`config.mk`:
```
export PLATFORM = sky130hd
export DESIGN_NAME = derandomizer
export DESIGN_NICKNAME = d
export VERILOG_FILES = /design/src/rtl/derandomizer_pkg.sv /design/src/rtl/derandomizer_prs_core.sv /design/src/rtl/derandomizer.sv
export SDC_FILE = /design/constraint.sdc
export NUM_CORES = 1
export LEC_CHECK = 0
export CORE_UTILIZATION = 30
export CTS_BUF_LIST = sky130_fd_sc_hd__clkbuf_4 sky130_fd_sc_hd__clkbuf_8
export CTS_CLUSTER_SIZE = 30
export DETAILED_ROUTE_END_ITERATION = 8
export HOLD_SLACK_MARGIN = 0.12
export PLACE_DENSITY_LB_ADDON = 0.12
export SLEW_MARGIN = 10
export SYNTH_ARGS = -nofsm -noshare
export SYNTH_HDL_FRONTEND = slang
export SYNTH_HIERARCHICAL = 1
export SYNTH_SLANG_ARGS = --single-unit
export TNS_END_PERCENT = 50
```
`constraint.sdc`:
```
create_clock -name i_clk -period 2.1 [get_ports i_clk]
set_clock_uncertainty 0.15 [all_clocks]
set_input_delay 0.21 -clock i_clk [delete_from_list [all_inputs] [get_ports i_clk]]
set_output_delay 0.21 -clock i_clk [all_outputs]
set_load 0.01 [all_outputs]
```
`src/rtl/derandomizer_pkg.sv`:
```
// -----------------------------------------------------------------------------
// derandomizer_pkg
// Shared constants and helpers for the two-register (x/y) 18-bit sequence
// generator used by the derandomizer and its transmit-side counterpart.
//   X_INIT / Y_INIT   : load values of the x and y registers
//   *_FB_TAPS         : bits XORed to form the new MSB on each advance
//   *_R0/R1_TAPS      : bits XORed (across x and y) to form mask bits 0 / 1
//   state_t           : frame state {IDLE, RUN}
// -----------------------------------------------------------------------------
package derandomizer_pkg;

    localparam int PRS_W = 18;

    localparam logic [PRS_W-1:0] X_INIT = 18'h00001;
    localparam logic [PRS_W-1:0] Y_INIT = 18'h3FFFF;

    // x feedback: x[7] ^ x[0];  y feedback: y[10] ^ y[7] ^ y[5] ^ y[0]
    localparam logic [PRS_W-1:0] X_FB_TAPS = 18'h00081;
    localparam logic [PRS_W-1:0] Y_FB_TAPS = 18'h004A1;

    // mask bit 0: x[0] ^ y[0]
    localparam logic [PRS_W-1:0] X_R0_TAPS = 18'h00001;
    localparam logic [PRS_W-1:0] Y_R0_TAPS = 18'h00001;

    // mask bit 1: x[4,6,15] ^ y[5,6,8..15]
    localparam logic [PRS_W-1:0] X_R1_TAPS = 18'h08050;
    localparam logic [PRS_W-1:0] Y_R1_TAPS = 18'h0FF60;

    typedef enum logic {
        IDLE = 1'b0,
        RUN  = 1'b1
    } state_t;

    // One advance of a right-shifting register whose new MSB is the parity
    // of the tapped bits.
    function automatic logic [PRS_W-1:0] prs_step(input logic [PRS_W-1:0] v,
                                                  input logic [PRS_W-1:0] taps);
        return {^(v & taps), v[PRS_W-1:1]};
    endfunction

    // Two-bit symbol mask for a given generator state.
    function automatic logic [1:0] prs_mask(input logic [PRS_W-1:0] x,
                                            input logic [PRS_W-1:0] y);
        return {(^(x & X_R1_TAPS)) ^ (^(y & Y_R1_TAPS)),
                (^(x & X_R0_TAPS)) ^ (^(y & Y_R0_TAPS))};
    endfunction

endpackage

```
`src/rtl/derandomizer_prs_core.sv`:
```
// -----------------------------------------------------------------------------
// prs_core
// x/y sequence generator with load and advance controls; the mask of the
// current state is presented combinationally.  Usable unchanged on the
// transmit side.
// Ports:
//   clk, rst_n : clock, asynchronous active-low reset (forces load values)
//   load       : return to the load state
//   advance    : step the generator one symbol
//                (load && advance -> state one step past the load state)
//   r[1:0]     : mask for the current state
// -----------------------------------------------------------------------------
module prs_core
    import derandomizer_pkg::*;
(
    input  logic       clk,
    input  logic       rst_n,
    input  logic       load,
    input  logic       advance,
    output logic [1:0] r
);

    logic [PRS_W-1:0] x_reg;
    logic [PRS_W-1:0] y_reg;

    always_ff @(posedge clk or negedge rst_n) begin
        if (!rst_n) begin
            x_reg <= X_INIT;
            y_reg <= Y_INIT;
        end else if (load && advance) begin
            // Frame start: the k=0 symbol used the load-state mask, so the
            // register goes straight to the k=1 state.
            x_reg <= prs_step(X_INIT, X_FB_TAPS);
            y_reg <= prs_step(Y_INIT, Y_FB_TAPS);
        end else if (load) begin
            x_reg <= X_INIT;
            y_reg <= Y_INIT;
        end else if (advance) begin
            x_reg <= prs_step(x_reg, X_FB_TAPS);
            y_reg <= prs_step(y_reg, Y_FB_TAPS);
        end
    end

    assign r = prs_mask(x_reg, y_reg);

endmodule

```
`src/rtl/derandomizer.sv`:
```
// -----------------------------------------------------------------------------
// derandomizer
// Removes the x/y sequence mask from a framed stream of 2-bit symbols.
// One output register, one cycle of latency, full-throughput handshakes.
// Optional feature macro: DERANDOMIZER_LEN_CHECK_EN (enables o_sof_err).
// Parameters:
//   FRAME_SYMS : frame length in symbols (2..65535)
// Ports:
//   i_clk, i_rst_n    : clock, asynchronous active-low reset
//   i_valid / o_ready : upstream handshake; i_sof marks frame symbol 0
//   i_sym[1:0]        : randomized input symbol
//   o_valid / i_ready : downstream handshake
//   o_sym[1:0]        : derandomized symbol
//   o_sof / o_eof     : first / last symbol of an output frame
//   o_sof_err         : one-cycle pulse when a frame restarts mid-frame
// -----------------------------------------------------------------------------
module derandomizer
    import derandomizer_pkg::*;
#(
    parameter int FRAME_SYMS = 1024
) (
    input  logic       i_clk,
    input  logic       i_rst_n,
    input  logic       i_valid,
    output logic       o_ready,
    input  logic       i_sof,
    input  logic [1:0] i_sym,
    output logic       o_valid,
    input  logic       i_ready,
    output logic [1:0] o_sym,
    output logic       o_sof,
    output logic       o_eof,
    output logic       o_sof_err
);

    localparam logic [15:0] LAST_K = 16'(FRAME_SYMS - 1);
    localparam logic [1:0]  R_LOAD = prs_mask(X_INIT, Y_INIT);

    state_t      state_reg, state_next;
    logic [15:0] count_reg, count_next;

    logic       o_valid_reg;
    logic [1:0] o_sym_reg, sym_next;
    logic       o_sof_reg, sof_next;
    logic       o_eof_reg, eof_next;
    logic       emit;

    logic       accept;
    logic       prs_load;
    logic       prs_advance;
    logic [1:0] r;

    // Output register is free when empty or being drained this cycle.
    assign o_ready = !o_valid_reg || i_ready;
    assign accept  = i_valid && o_ready;

    prs_core u_prs (
        .clk     (i_clk),
        .rst_n   (i_rst_n),
        .load    (prs_load),
        .advance (prs_advance),
        .r       (r)
    );

    always_comb begin
        state_next  = state_reg;
        count_next  = count_reg;
        prs_load    = 1'b0;
        prs_advance = 1'b0;
        emit        = 1'b0;
        sym_next    = o_sym_reg;
        sof_next    = o_sof_reg;
        eof_next    = o_eof_reg;
        if (accept) begin
            if (i_sof) begin
                // Frame start (also a restart from RUN): k=0 uses the load
                // state mask regardless of where the generator is. Since
                // FRAME_SYMS >= 2, symbol 0 is never the last one.
                emit        = 1'b1;
                sym_next    = i_sym ^ R_LOAD;
                sof_next    = 1'b1;
                eof_next    = 1'b0;
                prs_load    = 1'b1;
                prs_advance = 1'b1;
                count_next  = 16'd1;
                state_next  = RUN;
            end else if (state_reg == RUN) begin
                emit     = 1'b1;
                sym_next = i_sym ^ r;
                sof_next = 1'b0;
                eof_next = (count_reg == LAST_K);
                if (count_reg == LAST_K) begin
                    prs_load   = 1'b1;
                    count_next = 16'd0;
                    state_next = IDLE;
                end else begin
                    prs_advance = 1'b1;
                    count_next  = count_reg + 16'd1;
                end
            end
            // IDLE without i_sof: symbol is accepted and dropped.
        end
    end

    always_ff @(posedge i_clk or negedge i_rst_n) begin
        if (!i_rst_n) begin
            state_reg   <= IDLE;
            count_reg   <= 16'd0;
            o_valid_reg <= 1'b0;
            o_sym_reg   <= 2'b00;
            o_sof_reg   <= 1'b0;
            o_eof_reg   <= 1'b0;
        end else begin
            state_reg <= state_next;
            count_reg <= count_next;
            if (o_ready) begin
                o_valid_reg <= emit;
                if (emit) begin
                    o_sym_reg <= sym_next;
                    o_sof_reg <= sof_next;
                    o_eof_reg <= eof_next;
                end
            end
        end
    end

    assign o_valid = o_valid_reg;
    assign o_sym   = o_sym_reg;
    assign o_sof   = o_sof_reg;
    assign o_eof   = o_eof_reg;

`ifdef DERANDOMIZER_LEN_CHECK_EN
    logic sof_err_reg;

    // Registered with the restart symbol, so it lines up with its o_valid
    // on the first cycle that symbol is presented.
    always_ff @(posedge i_clk or negedge i_rst_n) begin
        if (!i_rst_n) begin
            sof_err_reg <= 1'b0;
        end else begin
            sof_err_reg <= accept && i_sof && (state_reg == RUN);
        end
    end

    assign o_sof_err = sof_err_reg;
`else
    assign o_sof_err = 1'b0;
`endif

endmodule

```
==> results.ini <==
[clocking]
cts_root_buf = sky130_fd_sc_hd__clkbuf_8
cts-buffers-inserted = 9
clock_latency_ns = 0.34
clock_sink_count = 58
worst_setup_hold_path_clk_slew_ns = 0.07
tritoncts = done
htreeDepth = 3
clock_tree.buffer_depth = 2

[finish]
post-route-util = 0.398
design.final.nets = 293
syn_to_final_growth_pct = 26.8
final_antenna_diode_count = 0
drive_gt1_frac = 0.252

[detailed_routing]
postRouteAntennaNets = 0
drt_pre_antenna_iters = 6
routed_wirelength_mm = 5.46
num_vias = 1835
drt_drc_violations_left = 2
via_per_inst = 4.61
avg_wl_per_cell_um = 13.7
drt_iter0_markers = 41

[synth]
postSynthAreaPerCell_um2 = 11.1
synthFlopType = sky130_fd_sc_hd__dfrtp_1
synth-seq-area-share = 0.532
number_of_enable_type_register_cells_in_the_synthesized_netlist = 0
synth.yosys.warnings = 6
syn_area_um2 = 2780
synth_async_sr_flop_share = 1.00
synth_nets = 257
post_synth_num_cell_types = 39
synthesis.instances = 249
ys_seq_elements = 58

[power]
vdd_ir_drop_max_uv = 441
power.density_cell_area_nw_per_um2 = 1070
p_seq_frac = 0.404
comb_power_share = 0.286
power_switching_mw = 1.04
power_report.internal_total_mw = 2.72
sw_frac_of_total = 0.277
clock_power_share = 0.309
static-leakage-power_nw = 1.60
finalPower_mw = 3.77

[run_status]
run_status = finished with violations
violations = design-rule violations

[placed_design]
io_buffers = 12
place_ws_ns = -0.00752
routabilityCongestion = 0.699
place_hpwl_mm = 3.60

[grt]
largest_net_degree_at_the_start_of_global_routing = 26
grt_pass1_vias = 1847
grt_overflow = 0
grt_pass1_wl_mm = 9.42
antenna_violations_before_repair = 0
global_route_usage_sum = 0.126

[floorplan]
die_area_um2 = 9640
core_area_um2 = 8850
floorplan.die.height_um = 98.2
die_w_um = 98.2
fp-row-count = 34
ios = 14
starting_utilization_of_the_core_area = 0.314

[run]
cap_viol_max_count = 0

[timing]
layout_worst_path_cycle_share = 0.940
slew_headroom = 0.645
final.min_clock_period_ns = 1.97
drv_slew = 0
setup_viol_count_final = 0
tightestPinTransition_ns = 0.532
setup_ws_ns = 0.126
final_hold_viol_count = 0
achievable-frequency_ghz = 0.507
rsz0062_at_grt = no
fin_tns_setup_ns = 0

[setup_path]
worst-endpoint-arrival_ns = 2.04
setup.worst_path.class = reg2reg
worstPathRequired_ns = 2.17
critical_path.startpoint_type = flip-flop
crit_path_cell_trace = ha_2 > nand4_1 > and4b_4 > o21ai_4 > buf_12 > clkbuf_16 > mux2i_1 > nor2_1
max_stage_delay_ns = 0.41
cp_max_fo = 7
setup.worst_path.end_class = flip-flop
crit_slowest_cell = sky130_fd_sc_hd__and4b_4
critPathTopFamily = simple AND/OR/NAND/NOR gates
path_buf_inv = 2

[worst_hold_path]
min-delay-path-class = in2async

## through the flow
stage	cell area, um2	std cells	hold WS [ns]
after floorplan	2780	249	-0.236
after global placement	3180	376	0.0707
after detailed placement	3180	376	0.0718
after CTS	3420	393	0.235
after global routing	3520	398	0.277
final	3520	398	0.235
## cells in the mapped netlist (2+ instances only)
cell | n | area, um2
sky130_fd_sc_hd__dfrtp_1 | 39 | 976
sky130_fd_sc_hd__inv_1 | 3 | 11.3
sky130_fd_sc_hd__nand4_1 | 6 | 37.5
sky130_fd_sc_hd__a31oi_1 | 4 | 25.0
sky130_fd_sc_hd__mux2i_1 | 33 | 330
sky130_fd_sc_hd__a21oi_1 | 6 | 30.0
sky130_fd_sc_hd__xor2_1 | 8 | 70.1
sky130_fd_sc_hd__dfstp_2 | 19 | 499
sky130_fd_sc_hd__buf_2 | 10 | 50.1
sky130_fd_sc_hd__nand2_1 | 31 | 116
sky130_fd_sc_hd__nand2b_1 | 4 | 25.0
sky130_fd_sc_hd__xnor2_1 | 14 | 123
sky130_fd_sc_hd__xnor3_1 | 3 | 67.6
sky130_fd_sc_hd__o22ai_1 | 2 | 12.5
sky130_fd_sc_hd__nand3_1 | 3 | 15.0
sky130_fd_sc_hd__nor3_1 | 5 | 25.0
sky130_fd_sc_hd__nor2b_1 | 2 | 12.5
sky130_fd_sc_hd__nor2_1 | 33 | 124
sky130_fd_sc_hd__o21ai_0 | 3 | 15.0
sky130_fd_sc_hd__clkbuf_1 | 2 | 7.51
## power groups by stage
stage	logic [mW]	registers, mW	clock network [mW]
finish	1.08	1.52	1.16
global route	1.18	1.55	1.25
CTS	1.04	1.52	1.21
detailed placement	0.970	1.54	0
global placement	0.969	1.54	0
floorplan	0.660	1.53	0
## metal layers
metal / up-vias / wire length, um / track usage / part of all wire
li1: 918 / - / - / -
met1: 883 / 2950 / 0.180 / 0.54
met5: - / 0 / 0 / 0
met4: 0 / 139 / 0.0827 / 0.025
met2: 24 / 2180 / 0.171 / 0.40
met3: 10 / 190 / 0.0251 / 0.035
## worst paths after layout
check	start	end	slack (ns)	depth (start not counted)
min in group i_clk	o_sym[1]$_DFFE_PN0P_	o_sym[1]$_DFFE_PN0P_	0.33	2
max	count_reg[1]$_DFFE_PN0P_	u_prs/x_reg[3]$_DFFE_PN0P_	0.13	8
max in group asynchronous	i_rst_n	u_prs/y_reg[16]$_DFFE_PN1P_	0.98	3
min	i_rst_n	count_reg[11]$_DFFE_PN0P_	0.24	2
min reg2reg	o_sym[1]$_DFFE_PN0P_	o_sym[1]$_DFFE_PN0P_	0.33	2
max reg2reg	count_reg[1]$_DFFE_PN0P_	u_prs/x_reg[3]$_DFFE_PN0P_	0.13	8
## cells in the final DEF, fill, tap and decap left out, types with 2 or more instances in the layout
master	count
sky130_fd_sc_hd__nand2b_1	4
sky130_fd_sc_hd__o21ai_0	3
sky130_fd_sc_hd__a21oi_1	6
sky130_fd_sc_hd__buf_12	6
sky130_fd_sc_hd__clkbuf_16	2
sky130_fd_sc_hd__bufinv_16	2
sky130_fd_sc_hd__mux2i_1	33
sky130_fd_sc_hd__nor3_1	5
sky130_fd_sc_hd__dfrtp_1	39
sky130_fd_sc_hd__clkbuf_8	10
sky130_fd_sc_hd__dfstp_2	19
sky130_fd_sc_hd__xor2_1	8
sky130_fd_sc_hd__a31oi_1	4
sky130_fd_sc_hd__nand3_1	3
sky130_fd_sc_hd__nand2_1	31
sky130_fd_sc_hd__nand4_1	6
sky130_fd_sc_hd__buf_6	2
sky130_fd_sc_hd__o22ai_1	2
sky130_fd_sc_hd__inv_1	3
sky130_fd_sc_hd__nor2b_1	2
sky130_fd_sc_hd__clkinv_2	2
sky130_fd_sc_hd__clkdlybuf4s50_1	11
sky130_fd_sc_hd__buf_4	15
sky130_fd_sc_hd__xnor2_1	13
sky130_fd_sc_hd__nor2_1	33
sky130_fd_sc_hd__xnor3_1	3
## layout make-up
| type | instances | area (um2) |
|---|---|---|
| fill | 871 | 5330 |
| multi-input combinational | 175 | 1240 |
| inverter | 3 | 11.3 |
| clock inverter | 5 | 77.6 |
| tap | 108 | 135 |
| sequential | 58 | 1480 |
| clock buffer | 11 | 145 |
| timing repair buffer | 38 | 430 |
## cell families (layout without fill, tap and decap cells)
family                     after synthesis  after routing  synth area share
buffers and inverters                   16             57            0.0275
muxes                                   33             33             0.119
AOI/OAI and AO/OA                       22             22            0.0555
adders and majority gates                1              1           0.00451
and+or+nand+nor                         93             93             0.167
other                                    1              1           0.00135
xor gates and xnor gates                25             25            0.0938
DFF                                     58             58             0.532
## what timing repair did
action                                 4_1_cts  5_1_grt
pin swaps                                    0        2
setup endpoints to repair                    1       33
endpoints found under the hold margin       39        0
hold buffers                                 1        0
setup buffers                                0        3
gates resized for setup                      1        3
cloned                                       0        2
No activity file was read; power rests on OpenSTA's default activity.
